[src/rtl/game_flow_ctrl_pkg.sv]
// Shared types for the asteroids game-flow slice: game state encoding,
// frame-timer width and the title zoom helper.
package asteroids;

    localparam int FRAME_TMR_W = 10;

    typedef enum logic [2:0] {
        TITLE      = 3'd0,
        WAVE_DELAY = 3'd1,
        PLAY       = 3'd2,
        RESPAWN    = 3'd3,
        GAME_OVER  = 3'd4
    } game_state_t;

    // Stretch the elapsed title frame count onto the full 8-bit zoom range.
    function automatic logic [7:0] title_ramp(input logic [FRAME_TMR_W-1:0] elapsed,
                                              input int unsigned            shift);
        logic [FRAME_TMR_W-1:0] wide;
        wide = elapsed << shift;
        return wide[7:0];
    endfunction

endpackage

[src/rtl/game_flow_ctrl_if.sv]
// Game-flow signal bundle between the playfield logic (master) and the
// game_flow_ctrl sequencer (slave).
interface game_flow_ctrl_if #(
    parameter int LIVES_W = 4,
    parameter int LEVEL_W = 4
);
    import asteroids::*;

    logic               vsync_pulse;
    logic               start_btn;
    logic               die;
    logic               bonus;
    logic               wave_cleared;
    game_state_t        state;
    logic               title_draw;
    logic [7:0]         title_scale;
    logic               game_begin;
    logic               game_continue;
    logic               new_level;
    logic               game_over;
    logic [LIVES_W-1:0] lives;
    logic [LEVEL_W-1:0] level;

    modport master (
        output vsync_pulse, start_btn, die, bonus, wave_cleared,
        input  state, title_draw, title_scale, game_begin, game_continue,
               new_level, game_over, lives, level
    );

    modport slave (
        input  vsync_pulse, start_btn, die, bonus, wave_cleared,
        output state, title_draw, title_scale, game_begin, game_continue,
               new_level, game_over, lives, level
    );
endinterface

[src/rtl/game_flow_ctrl_frame_timer.sv]
// Loadable frame down-counter shared by every timed game state. It expires
// on a tick while at zero; a load in the same cycle takes priority.
module frame_timer
    import asteroids::*;
#(
    parameter logic [FRAME_TMR_W-1:0] RST_VAL = {FRAME_TMR_W{1'b0}}
) (
    input  logic                   clk,
    input  logic                   rst,
    input  logic                   tick,
    input  logic                   load,
    input  logic [FRAME_TMR_W-1:0] load_val,
    output logic [FRAME_TMR_W-1:0] count_nx,
    output logic                   expired
);
    logic [FRAME_TMR_W-1:0] count_r;

    assign expired = tick && (count_r == {FRAME_TMR_W{1'b0}});

    // Next count: reload wins, otherwise step down on each frame tick until zero.
    always_comb begin
        count_nx = count_r;
        if (load) begin
            count_nx = load_val;
        end else if (tick && (count_r != {FRAME_TMR_W{1'b0}})) begin
            count_nx = count_r - {{(FRAME_TMR_W-1){1'b0}}, 1'b1};
        end else begin
            count_nx = count_r;
        end
    end

    // Counter register.
    always_ff @(posedge clk or posedge rst) begin
        if (rst) begin
            count_r <= RST_VAL;
        end else begin
            count_r <= count_nx;
        end
    end
endmodule

[src/rtl/game_flow_ctrl.sv]
// Game-flow sequencer: title screen, wave delay, play, respawn and game over,
// with lives and level bookkeeping. All timing is counted in vsync frames.
// Optional attract loop (GAME_OVER times out back to TITLE): GAME_FLOW_GO_TIMEOUT_EN.
module game_flow_ctrl
    import asteroids::*;
#(
    parameter int NUM_LIVES         = 3,
    parameter int MAX_NUM_LIVES     = 10,
    parameter int TITLE_FRAMES      = 256,
    parameter int WAVE_DELAY_FRAMES = 128,
    parameter int RESPAWN_FRAMES    = 120,
    parameter int LEVEL_W           = 4,
    parameter int GO_TIMEOUT_FRAMES = 600
) (
    input  logic             clk,
    input  logic             rst,
    game_flow_ctrl_if.slave  gf
);
    localparam int LIVES_W  = $clog2(MAX_NUM_LIVES + 1);
    localparam int SCALE_SH = 8 - $clog2(TITLE_FRAMES);

    localparam logic [LIVES_W-1:0]     LIVES_INIT   = LIVES_W'(NUM_LIVES);
    localparam logic [LIVES_W-1:0]     LIVES_MAX    = LIVES_W'(MAX_NUM_LIVES);
    localparam logic [LIVES_W-1:0]     LIVES_ONE    = LIVES_W'(1);
    localparam logic [LEVEL_W-1:0]     LEVEL_MAX    = {LEVEL_W{1'b1}};
    localparam logic [LEVEL_W-1:0]     LEVEL_ONE    = LEVEL_W'(1);
    localparam logic [FRAME_TMR_W-1:0] TMR_ZERO     = {FRAME_TMR_W{1'b0}};
    localparam logic [FRAME_TMR_W-1:0] TITLE_LOAD   = FRAME_TMR_W'(TITLE_FRAMES - 1);
    localparam logic [FRAME_TMR_W-1:0] WAVE_LOAD    = FRAME_TMR_W'(WAVE_DELAY_FRAMES - 1);
    localparam logic [FRAME_TMR_W-1:0] RESPAWN_LOAD = FRAME_TMR_W'(RESPAWN_FRAMES - 1);
`ifdef GAME_FLOW_GO_TIMEOUT_EN
    localparam logic [FRAME_TMR_W-1:0] GO_LOAD      = FRAME_TMR_W'(GO_TIMEOUT_FRAMES - 1);
`endif

    game_state_t            state_r, state_nx_s;
    logic [LIVES_W-1:0]     lives_r, lives_nx_s, lives_up_s;
    logic [LEVEL_W-1:0]     level_r, level_nx_s, level_up_s;
    logic                   wc_pend_r, wc_pend_nx_s, wc_eff_s;
    logic                   start_d_r, start_rise_s;
    logic                   tmr_load_s, tmr_expired_s;
    logic [FRAME_TMR_W-1:0] tmr_val_s, tmr_cnt_nx_s;
    logic                   new_level_r, new_level_nx_s;
    logic                   title_draw_r, title_draw_nx_s;
    logic [7:0]             title_scale_r, title_scale_nx_s;
    logic                   game_begin_r, game_begin_nx_s;
    logic                   game_continue_r, game_continue_nx_s;
    logic                   game_over_r, game_over_nx_s;

    assign lives_up_s   = (lives_r == LIVES_MAX) ? lives_r : (lives_r + LIVES_ONE);
    assign level_up_s   = (level_r == LEVEL_MAX) ? level_r : (level_r + LEVEL_ONE);
    assign wc_eff_s     = gf.wave_cleared || wc_pend_r;
    assign start_rise_s = gf.start_btn && !start_d_r;

    frame_timer #(.RST_VAL(TITLE_LOAD)) u_frame_timer (
        .clk      (clk),
        .rst      (rst),
        .tick     (gf.vsync_pulse),
        .load     (tmr_load_s),
        .load_val (tmr_val_s),
        .count_nx (tmr_cnt_nx_s),
        .expired  (tmr_expired_s)
    );

    // Next-state, lives, level and timer reload decisions.
    always_comb begin
        state_nx_s     = state_r;
        lives_nx_s     = lives_r;
        level_nx_s     = level_r;
        wc_pend_nx_s   = wc_pend_r;
        tmr_load_s     = 1'b0;
        tmr_val_s      = TMR_ZERO;
        new_level_nx_s = 1'b0;
        case (state_r)
            TITLE: begin
                if (tmr_expired_s) begin
                    state_nx_s = WAVE_DELAY;
                    tmr_load_s = 1'b1;
                    tmr_val_s  = WAVE_LOAD;
                end else begin
                    state_nx_s = TITLE;
                end
            end
            WAVE_DELAY: begin
                if (tmr_expired_s) begin
                    state_nx_s     = PLAY;
                    tmr_load_s     = 1'b1;
                    new_level_nx_s = 1'b1;
                end else begin
                    state_nx_s = WAVE_DELAY;
                end
            end
            PLAY: begin
                if (gf.die) begin
                    // A simultaneous bonus cancels the lost life, so the ship always respawns.
                    tmr_load_s = 1'b1;
                    if (gf.bonus || (lives_r > LIVES_ONE)) begin
                        state_nx_s = RESPAWN;
                        tmr_val_s  = RESPAWN_LOAD;
                        lives_nx_s = gf.bonus ? lives_r : (lives_r - LIVES_ONE);
                    end else begin
                        state_nx_s   = GAME_OVER;
                        lives_nx_s   = {LIVES_W{1'b0}};
                        wc_pend_nx_s = 1'b0;
`ifdef GAME_FLOW_GO_TIMEOUT_EN
                        tmr_val_s    = GO_LOAD;
`else
                        tmr_val_s    = TMR_ZERO;
`endif
                    end
                end else if (wc_eff_s) begin
                    state_nx_s   = WAVE_DELAY;
                    tmr_load_s   = 1'b1;
                    tmr_val_s    = WAVE_LOAD;
                    level_nx_s   = level_up_s;
                    wc_pend_nx_s = 1'b0;
                    lives_nx_s   = gf.bonus ? lives_up_s : lives_r;
                end else begin
                    lives_nx_s = gf.bonus ? lives_up_s : lives_r;
                end
            end
            RESPAWN: begin
                lives_nx_s   = gf.bonus ? lives_up_s : lives_r;
                wc_pend_nx_s = wc_pend_r || gf.wave_cleared;
                if (tmr_expired_s) begin
                    state_nx_s = PLAY;
                    tmr_load_s = 1'b1;
                end else begin
                    state_nx_s = RESPAWN;
                end
            end
            GAME_OVER: begin
`ifdef GAME_FLOW_GO_TIMEOUT_EN
                if (start_rise_s || tmr_expired_s) begin
`else
                if (start_rise_s) begin
`endif
                    state_nx_s   = TITLE;
                    tmr_load_s   = 1'b1;
                    tmr_val_s    = TITLE_LOAD;
                    lives_nx_s   = LIVES_INIT;
                    level_nx_s   = {LEVEL_W{1'b0}};
                    wc_pend_nx_s = 1'b0;
                end else begin
                    state_nx_s = GAME_OVER;
                end
            end
            default: begin
                state_nx_s   = TITLE;
                tmr_load_s   = 1'b1;
                tmr_val_s    = TITLE_LOAD;
                lives_nx_s   = LIVES_INIT;
                level_nx_s   = {LEVEL_W{1'b0}};
                wc_pend_nx_s = 1'b0;
            end
        endcase
    end

    // Output values decoded from the upcoming state, registered below.
    always_comb begin
        title_draw_nx_s    = (state_nx_s == TITLE);
        game_begin_nx_s    = (state_nx_s == PLAY) || (state_nx_s == RESPAWN);
        game_continue_nx_s = (state_nx_s == PLAY);
        game_over_nx_s     = (state_nx_s == GAME_OVER);
        if (state_nx_s == TITLE) begin
            title_scale_nx_s = title_ramp(TITLE_LOAD - tmr_cnt_nx_s, SCALE_SH);
        end else begin
            title_scale_nx_s = 8'd0;
        end
    end

    // State, counters and all registered outputs.
    always_ff @(posedge clk or posedge rst) begin
        if (rst) begin
            state_r         <= TITLE;
            lives_r         <= LIVES_INIT;
            level_r         <= {LEVEL_W{1'b0}};
            wc_pend_r       <= 1'b0;
            start_d_r       <= 1'b0;
            new_level_r     <= 1'b0;
            title_draw_r    <= 1'b1;
            title_scale_r   <= 8'd0;
            game_begin_r    <= 1'b0;
            game_continue_r <= 1'b0;
            game_over_r     <= 1'b0;
        end else begin
            state_r         <= state_nx_s;
            lives_r         <= lives_nx_s;
            level_r         <= level_nx_s;
            wc_pend_r       <= wc_pend_nx_s;
            start_d_r       <= gf.start_btn;
            new_level_r     <= new_level_nx_s;
            title_draw_r    <= title_draw_nx_s;
            title_scale_r   <= title_scale_nx_s;
            game_begin_r    <= game_begin_nx_s;
            game_continue_r <= game_continue_nx_s;
            game_over_r     <= game_over_nx_s;
        end
    end

    assign gf.state         = state_r;
    assign gf.lives         = lives_r;
    assign gf.level         = level_r;
    assign gf.new_level     = new_level_r;
    assign gf.title_draw    = title_draw_r;
    assign gf.title_scale   = title_scale_r;
    assign gf.game_begin    = game_begin_r;
    assign gf.game_continue = game_continue_r;
    assign gf.game_over     = game_over_r;
endmodule
[src/flat_wrapper.sv]
// flat-port wrapper written by rule: the top's interface ports become plain ports
module game_flow_ctrl_flat import asteroids::*;
#(
    parameter int NUM_LIVES         = 3,
    parameter int MAX_NUM_LIVES     = 10,
    parameter int TITLE_FRAMES      = 256,
    parameter int WAVE_DELAY_FRAMES = 128,
    parameter int RESPAWN_FRAMES    = 120,
    parameter int LEVEL_W           = 4,
    parameter int GO_TIMEOUT_FRAMES = 600
)
  (clk, rst, gf_vsync_pulse, gf_start_btn, gf_die, gf_bonus, gf_wave_cleared, gf_state, gf_title_draw, gf_title_scale, gf_game_begin, gf_game_continue, gf_new_level, gf_game_over, gf_lives, gf_level);
  game_flow_ctrl_if #(.LEVEL_W(LEVEL_W)) gf_i ();
  input  logic clk;
  input  logic rst;
  input wire logic [$bits(gf_i.vsync_pulse)-1:0] gf_vsync_pulse;
  input wire logic [$bits(gf_i.start_btn)-1:0] gf_start_btn;
  input wire logic [$bits(gf_i.die)-1:0] gf_die;
  input wire logic [$bits(gf_i.bonus)-1:0] gf_bonus;
  input wire logic [$bits(gf_i.wave_cleared)-1:0] gf_wave_cleared;
  output wire logic [$bits(gf_i.state)-1:0] gf_state;
  output wire logic [$bits(gf_i.title_draw)-1:0] gf_title_draw;
  output wire logic [$bits(gf_i.title_scale)-1:0] gf_title_scale;
  output wire logic [$bits(gf_i.game_begin)-1:0] gf_game_begin;
  output wire logic [$bits(gf_i.game_continue)-1:0] gf_game_continue;
  output wire logic [$bits(gf_i.new_level)-1:0] gf_new_level;
  output wire logic [$bits(gf_i.game_over)-1:0] gf_game_over;
  output wire logic [$bits(gf_i.lives)-1:0] gf_lives;
  output wire logic [$bits(gf_i.level)-1:0] gf_level;
  assign gf_i.vsync_pulse = gf_vsync_pulse;
  assign gf_i.start_btn = gf_start_btn;
  assign gf_i.die = gf_die;
  assign gf_i.bonus = gf_bonus;
  assign gf_i.wave_cleared = gf_wave_cleared;
  assign gf_state = gf_i.state;
  assign gf_title_draw = gf_i.title_draw;
  assign gf_title_scale = gf_i.title_scale;
  assign gf_game_begin = gf_i.game_begin;
  assign gf_game_continue = gf_i.game_continue;
  assign gf_new_level = gf_i.new_level;
  assign gf_game_over = gf_i.game_over;
  assign gf_lives = gf_i.lives;
  assign gf_level = gf_i.level;
  game_flow_ctrl #(.NUM_LIVES(NUM_LIVES), .MAX_NUM_LIVES(MAX_NUM_LIVES), .TITLE_FRAMES(TITLE_FRAMES), .WAVE_DELAY_FRAMES(WAVE_DELAY_FRAMES), .RESPAWN_FRAMES(RESPAWN_FRAMES), .LEVEL_W(LEVEL_W), .GO_TIMEOUT_FRAMES(GO_TIMEOUT_FRAMES)) u_core (.clk(clk), .rst(rst), .gf(gf_i));
endmodule
[config.mk]
export PLATFORM = sky130hd
export DESIGN_NAME = game_flow_ctrl_flat
export DESIGN_NICKNAME = d
export VERILOG_FILES = /design/src/rtl/game_flow_ctrl_pkg.sv /design/src/rtl/game_flow_ctrl_if.sv /design/src/rtl/game_flow_ctrl_frame_timer.sv /design/src/rtl/game_flow_ctrl.sv /design/src/flat_wrapper.sv
export SDC_FILE = /design/constraint.sdc
export NUM_CORES = 1
export LEC_CHECK = 0
export BUFFER_PORTS_ARGS = -buffer_cell sky130_fd_sc_hd__buf_4
export CAP_MARGIN = 0
export CELL_PAD_IN_SITES_DETAIL_PLACEMENT = 0
export CELL_PAD_IN_SITES_GLOBAL_PLACEMENT = 2
export CORE_MARGIN = 2
export CORE_UTILIZATION = 37
export CTS_BUF_LIST = sky130_fd_sc_hd__clkbuf_16
export DETAILED_ROUTE_END_ITERATION = 8
export GPL_TIMING_DRIVEN = 0
export MAX_ROUTING_LAYER = met4
export PLACE_DENSITY = 0.83
export RECOVER_POWER = 100
export SLEW_MARGIN = 20
export SYNTH_ARGS = -nofsm -noshare
export SYNTH_HDL_FRONTEND = slang
export SYNTH_SLANG_ARGS = --single-unit
[constraint.sdc]
create_clock -name clk -period 5.7 [get_ports clk]
set_clock_uncertainty 0.15 [all_clocks]
set_input_delay 1.14 -clock clk [delete_from_list [all_inputs] [get_ports clk]]
set_output_delay 1.14 -clock clk [all_outputs]
set_load 0.01 [all_outputs]
# Yosys cells after proc, flatten, opt, wreduce, memory -nomap -nowiden
# Cells that the tools add are included.
# totals
ff_bits,36
in_bits,7
output_inout_bits,24
wordCells,93
# op_classes
add_sub_neg,5
order_cmp,1
n_eq_ne,16
n_mux,40
bitwise_logic,2
n_reduce_logical,17
# ops
op,n
two-way mux 4 bit,10
case mux 10 bit (4 select lines),1
two-way mux 10 bit,3
two-way mux 7 bit,3
two-way mux 8 bit,2
case mux 4 bit (4 select lines),1
case mux 3 bit (5 select lines),1
"== test 3 x 2 -> 1 bit, second input constant",4
two-way mux 3 bit,4
case mux 4 bit (3 select lines),1
two-way mux 1 bit,11
logical NOT 10 bit,1
nonzero test 10 bit,1
"subtractor 10 x 1 -> 10 bit, second input constant",1
"adder 4 x 1 -> 4 bit, second input constant",2
"== test 4 bit, second input constant",2
"subtractor 8 bit, first input constant",1
"== test 3 bit, second input constant",2
logical NOT 3 bit,2
AND reduction 5 bit,1
"greater-than comparator 4 x 1 -> 1 bit, second input constant",1
"inequality test 2 x 1 -> 1 bit, second input constant",2
"inequality test 2 bit, second input constant",2
"inequality test 4 bit, second input constant",1
15 further kinds,21

# Longest topological paths before layout
# depth
ltp_word,8
depth_mapped,8
ltp_nobuf,7

# Cells and area by module
# Synthesis repeated with hierarchy kept, for this count alone.
# unflattened
hier_cells,222
area_unflattened_um2,2025.7
# modules_own_cells
module,n_inst,cells_each,area_per_inst_um2
game_flow_ctrl,1,146,1380.1
frame_timer,1,76,645.6

# Least setup slack after synthesis
# No wires, ideal clock.
# synth_timing
kind,input port to flip-flop
startpoint,in gf_vsync_pulse
endpoint,reg u_core.title_scale_r[5] (netlist: u_core.gf.title_scale[5])
setup_time_ns,0.124
arrival_ns,2.363
t_required_ns,5.426
path_slack_ns,3.063
path_stages,5
path_buffers,0
cell_sequence,or4b_1 or4_1 o21ai_1 nor2b_1 nor3b_2
# synth_via
elab_chain_len,6
elab_cells_between_ends,15
# synth_rtl
element,line,source
"start, declared",flat_wrapper.sv:16,input wire logic [$bits(gf_i.vsync_pulse)-1:0] gf_vsync_pulse;
logical AND 1 bit,game_flow_ctrl_frame_timer.sv:18,assign expired = tick && (count_r == {FRAME_TMR_W{1'b0}});
two-way mux 7 bit or two-way mux 1 bit (tied branches),"game_flow_ctrl.sv:75, game_flow_ctrl.sv:84, game_flow_ctrl.sv:124",
case mux 10 bit (4 select lines) or case mux 1 bit (3 select lines) (tied branches),game_flow_ctrl.sv:73,case (state_r)
two-way mux 10 bit,game_flow_ctrl_frame_timer.sv:23,if (load) begin
subtractor 8 bit,game_flow_ctrl.sv:165,"title_scale_nx_s = title_ramp(TITLE_LOAD - tmr_cnt_nx_s, SCALE_SH);"
two-way mux 8 bit (*),game_flow_ctrl.sv:164,if (state_nx_s == TITLE) begin
net u_core.title_scale_nx_s[5],game_flow_ctrl.sv:44,"logic [7:0] title_scale_r, title_scale_nx_s;"
"end signal, assigned",game_flow_ctrl.sv:193,title_scale_r <= title_scale_nx_s;
"end, declared",game_flow_ctrl.sv:44,
# The timed path passes the listed nets; every way through them passes the cells marked *.
# A chain may end at the register's enable or synchronous reset.

# Worst setup path after layout
# layout_timing
startpoint,reg u_core.u_frame_timer.count_r[0]
endpoint,reg u_core.title_scale_r[4] (netlist: u_core.gf.title_scale[4])
# layout_via
elab_chain_len,7
elab_cells_between_ends,18
# layout_rtl
element,line,source
"start, declared",game_flow_ctrl_frame_timer.sv:16,logic [FRAME_TMR_W-1:0] count_r;
"start signal, assigned",game_flow_ctrl_frame_timer.sv:37,count_r <= count_nx;
"parallel branches: the longest is 6 deep, another holds subtractor 10 x 1 -> 10 bit",n/a,
two-way mux 8 bit (*),game_flow_ctrl.sv:164,
net u_core.title_scale_nx_s[4],game_flow_ctrl.sv:44,
# Mark *: on every way through the listed nets, which the timed path passes.

==> impl_metrics.env <==
export IMPL_avgSynthCellArea_sq_um=9.675
export IMPL_cts_resized=0
export IMPL_rows=26
export IMPL_finalMaxSlewViolations=0
export IMPL_drtIter0Drc=58
export IMPL_vias=1592
export IMPL_synth_top_family_by_area="simple AND/OR/NAND/NOR gates"
export IMPL_ios=31
export IMPL_synth_edf_count=0
export IMPL_hp_class="reg2reg"
export IMPL_fmax_mhz=321.7
export IMPL_final_nets=253
export IMPL_status="complete, no violations"
export IMPL_numPortBuffers=30
export IMPL_clockBufferDepth=2
export IMPL_antenna_cells=0
export IMPL_gp_congestion=0.8612
export IMPL_fin_crit_ns=3.109
export IMPL_start_util=0.3827
export IMPL_root_buffer="clkbuf_16"
export IMPL_insertion_delay_ns=0.27
export IMPL_ir_drop_uv=175.8
export IMPL_setup_tns_final_ns=0
export IMPL_hold_viol_final=0
export IMPL_place_hpwl_mm=3.073
export IMPL_cts_max_level=2
export IMPL_area_growth_pct=17.73
export IMPL_final_cell_mix="clkbuf_1 (30), dfrtp_1 (25), nor2_1 (18)"
export IMPL_synthArstFlopShare=1.000
export IMPL_grt_overflow_total=0
export IMPL_synth_mux_area_frac=0.005122
export IMPL_antenna_found_initial=0
export IMPL_crit_fanout=10
export IMPL_synth_seq_area_share=0.4680
export IMPL_drc=0
export IMPL_yosys_warnings=0
export IMPL_ys_ff_latch=36
export IMPL_timing_rr_end="u_core.gf.title_scale[4]"
export IMPL_synthXorXnorAreaFrac=0.03137
export IMPL_cts_made_buffers=5
export IMPL_synth_compound_area_frac=0.1863
export IMPL_routedWlPerCell_um=14.65
export IMPL_grt_total_usage=0.1733
export IMPL_clock_sinks=36
export IMPL_crit_path_start_kind="flop"
export IMPL_finalPower_w=0.001132
export IMPL_final_antenna_net_count=0
export IMPL_cts_setup_buffers=0
export IMPL_critical_path_endpoint="u_core.gf.title_scale[4]"
export IMPL_required_ns=5.69
export IMPL_die_h_um=76.68
export IMPL_r2r_start="u_core.u_frame_timer.count_r[0]"
export IMPL_mostFrequentLayoutCell="clkbuf_1"
export IMPL_maxCapViolCount=0
export IMPL_cts_hold_buffers_added=0
export IMPL_routed_wl_mm=4.540
export IMPL_p_per_area_nw_per_um2=492.0
export IMPL_tightest_slew_ns=1.331
export IMPL_crit_type="reg2reg"
export IMPL_syn_num_nets=216
export IMPL_syn_area_sq_um=1954
export IMPL_startpoint="u_core.u_frame_timer.count_r[0]"
export IMPL_drtPass1Iterations=4
export IMPL_ff2ff_path_depth=8
export IMPL_synthAdderAreaFrac=0.04481
export IMPL_fin_crit_sh=0.5454
export IMPL_synth_distinct_cells=54
export IMPL_path_clk_slew_ns=0.05
export IMPL_core_area_sq_um=5107
export IMPL_finalSetupViolations=0
export IMPL_synthFlopType="dfrtp_1"
export IMPL_worstSetupEndpointType="flop"
export IMPL_viasPerCell=5.135
export IMPL_die_x_um=76.68
export IMPL_cts_tree="built"
export IMPL_synthSimpleGateAreaFrac=0.2324
export IMPL_synth_cells=202
export IMPL_rsz0062_at_grt="false"
export IMPL_grt_pass1_wl_mm=7.900
export IMPL_leakagePower_nw=0.9737
export IMPL_grt_pass1_vias=1557
export IMPL_worstPathArrival_ns=3.10
export IMPL_reg2reg_slack_ns=2.59
export IMPL_dieArea_sq_um=5880
export IMPL_drive_gt1_frac=0.1125
export IMPL_slew_headroom=0.1119
export IMPL_grt_max_degree=37
[Yosys cell counts, drive strengths merged (3+ instances only)]
| cell type | n | area (sq um) |
|---|---|---|
| dfrtp | 25 | 625.6 |
| nand4 | 3 | 18.77 |
| nor2b | 6 | 37.54 |
| xor2 | 4 | 35.03 |
| nand2b | 4 | 25.02 |
| nor3b | 4 | 40.03 |
| inv | 8 | 30.03 |
| a211oi | 5 | 37.54 |
| dfstp | 11 | 289.0 |
| ha | 7 | 87.58 |
| nand3 | 7 | 35.03 |
| nor4 | 5 | 46.29 |
| o21ai | 17 | 85.08 |
| clkbuf | 6 | 22.52 |
| nor2 | 18 | 67.56 |
| xnor2 | 3 | 26.28 |
| nand2 | 17 | 63.81 |
| a21oi | 10 | 50.05 |
| o31ai | 4 | 30.03 |
[state kept, by name, indices dropped and copies added, names as in the netlist]
name and flops:
u_core.gf.game_over 1, u_core.gf.game_continue 1, u_core.gf.new_level 1, u_core.gf.lives 4, u_core.gf.title_draw 1, u_core.gf.state 3, u_core.gf.title_scale 8, u_core.start_d_r 1
u_core.u_frame_timer.count_r 10, u_core.gf.game_begin 1, u_core.gf.level 4, u_core.wc_pend_r 1
[critical path: stages, from the launching register on]
cell,delay [ns]
dfstp_1,0.38
inv_1,0.08
ha_1,0.14
nor3b_1,0.83
and3_1,0.37
nand4b_1,0.27
nand4bb_1,0.19
clkbuf_1,0.45
nor2_1,0.11
[worst min-delay path by stage]
stage	slack (ns)	depth (start not counted)	endpoint	from
floorplan	0.38	2	u_core.u_frame_timer.count_r[9]	u_core.u_frame_timer.count_r[9]
CTS	0.41	1	u_core.gf.level[0]	u_core.gf.level[0]
finish	0.39	1	u_core.gf.level[0]	u_core.gf.level[0]
detailed placement	0.40	1	u_core.gf.level[0]	u_core.gf.level[0]
global route	0.43	2	u_core.u_frame_timer.count_r[9]	u_core.u_frame_timer.count_r[9]
global placement	0.40	2	u_core.gf.lives[0]	u_core.gf.lives[0]
[layer usage]
layer	track usage	wire length, um	vias to the layer above
met1	0.2574	2418	749
met4	0.05455	62	0
met3	0.03765	173	4
met5	-	0	-
li1	-	-	812
met2	0.2342	1886	27
[metrics by stage]
stage	instances	hold WS [ns]	utilization	setup slack [ns]	instance area, sq um
after floorplan	202	0.3759	-	3.063	1954
after global placement	302	0.3988	0.4439	2.486	2267
after detailed placement	302	0.4039	0.4439	2.501	2267
after CTS	310	0.4099	0.4706	2.790	2404
after global routing	310	0.4256	0.4505	2.243	2301
final	310	0.3931	0.4505	2.591	2301
[report_power, final]
part           total [W]  internal, W  switching [W]
clock           0.000251     0.000157      0.0000942
combinational   0.000426     0.000165       0.000261
sequential      0.000455     0.000366      0.0000887
total            0.00113     0.000688       0.000444
[layout make-up]
type                            count  area [sq um]
Buffer                              8         31.28
Inverter                            8         30.03
Clock buffer                        5         125.1
Sequential cell                    36         914.6
Timing Repair Buffer               30         138.9
Clock inverter                      3         11.26
Fill cell                         551          2806
Tap cell                           70         87.58
Multi-Input combinational cell    150         962.2
[cell families (layout without fill, tap and decap cells)]
kind of cell,Yosys count,after routing
AO/OA/AOI/OAI,55,55
XOR/XNOR,7,7
adder cells (fa/ha/maj),7,7
buffers and inverters,16,54
flip-flops,36,36
multiplexers,1,1
AND/OR/NAND/NOR,80,80
No activity file was read; power rests on OpenSTA's default activity.
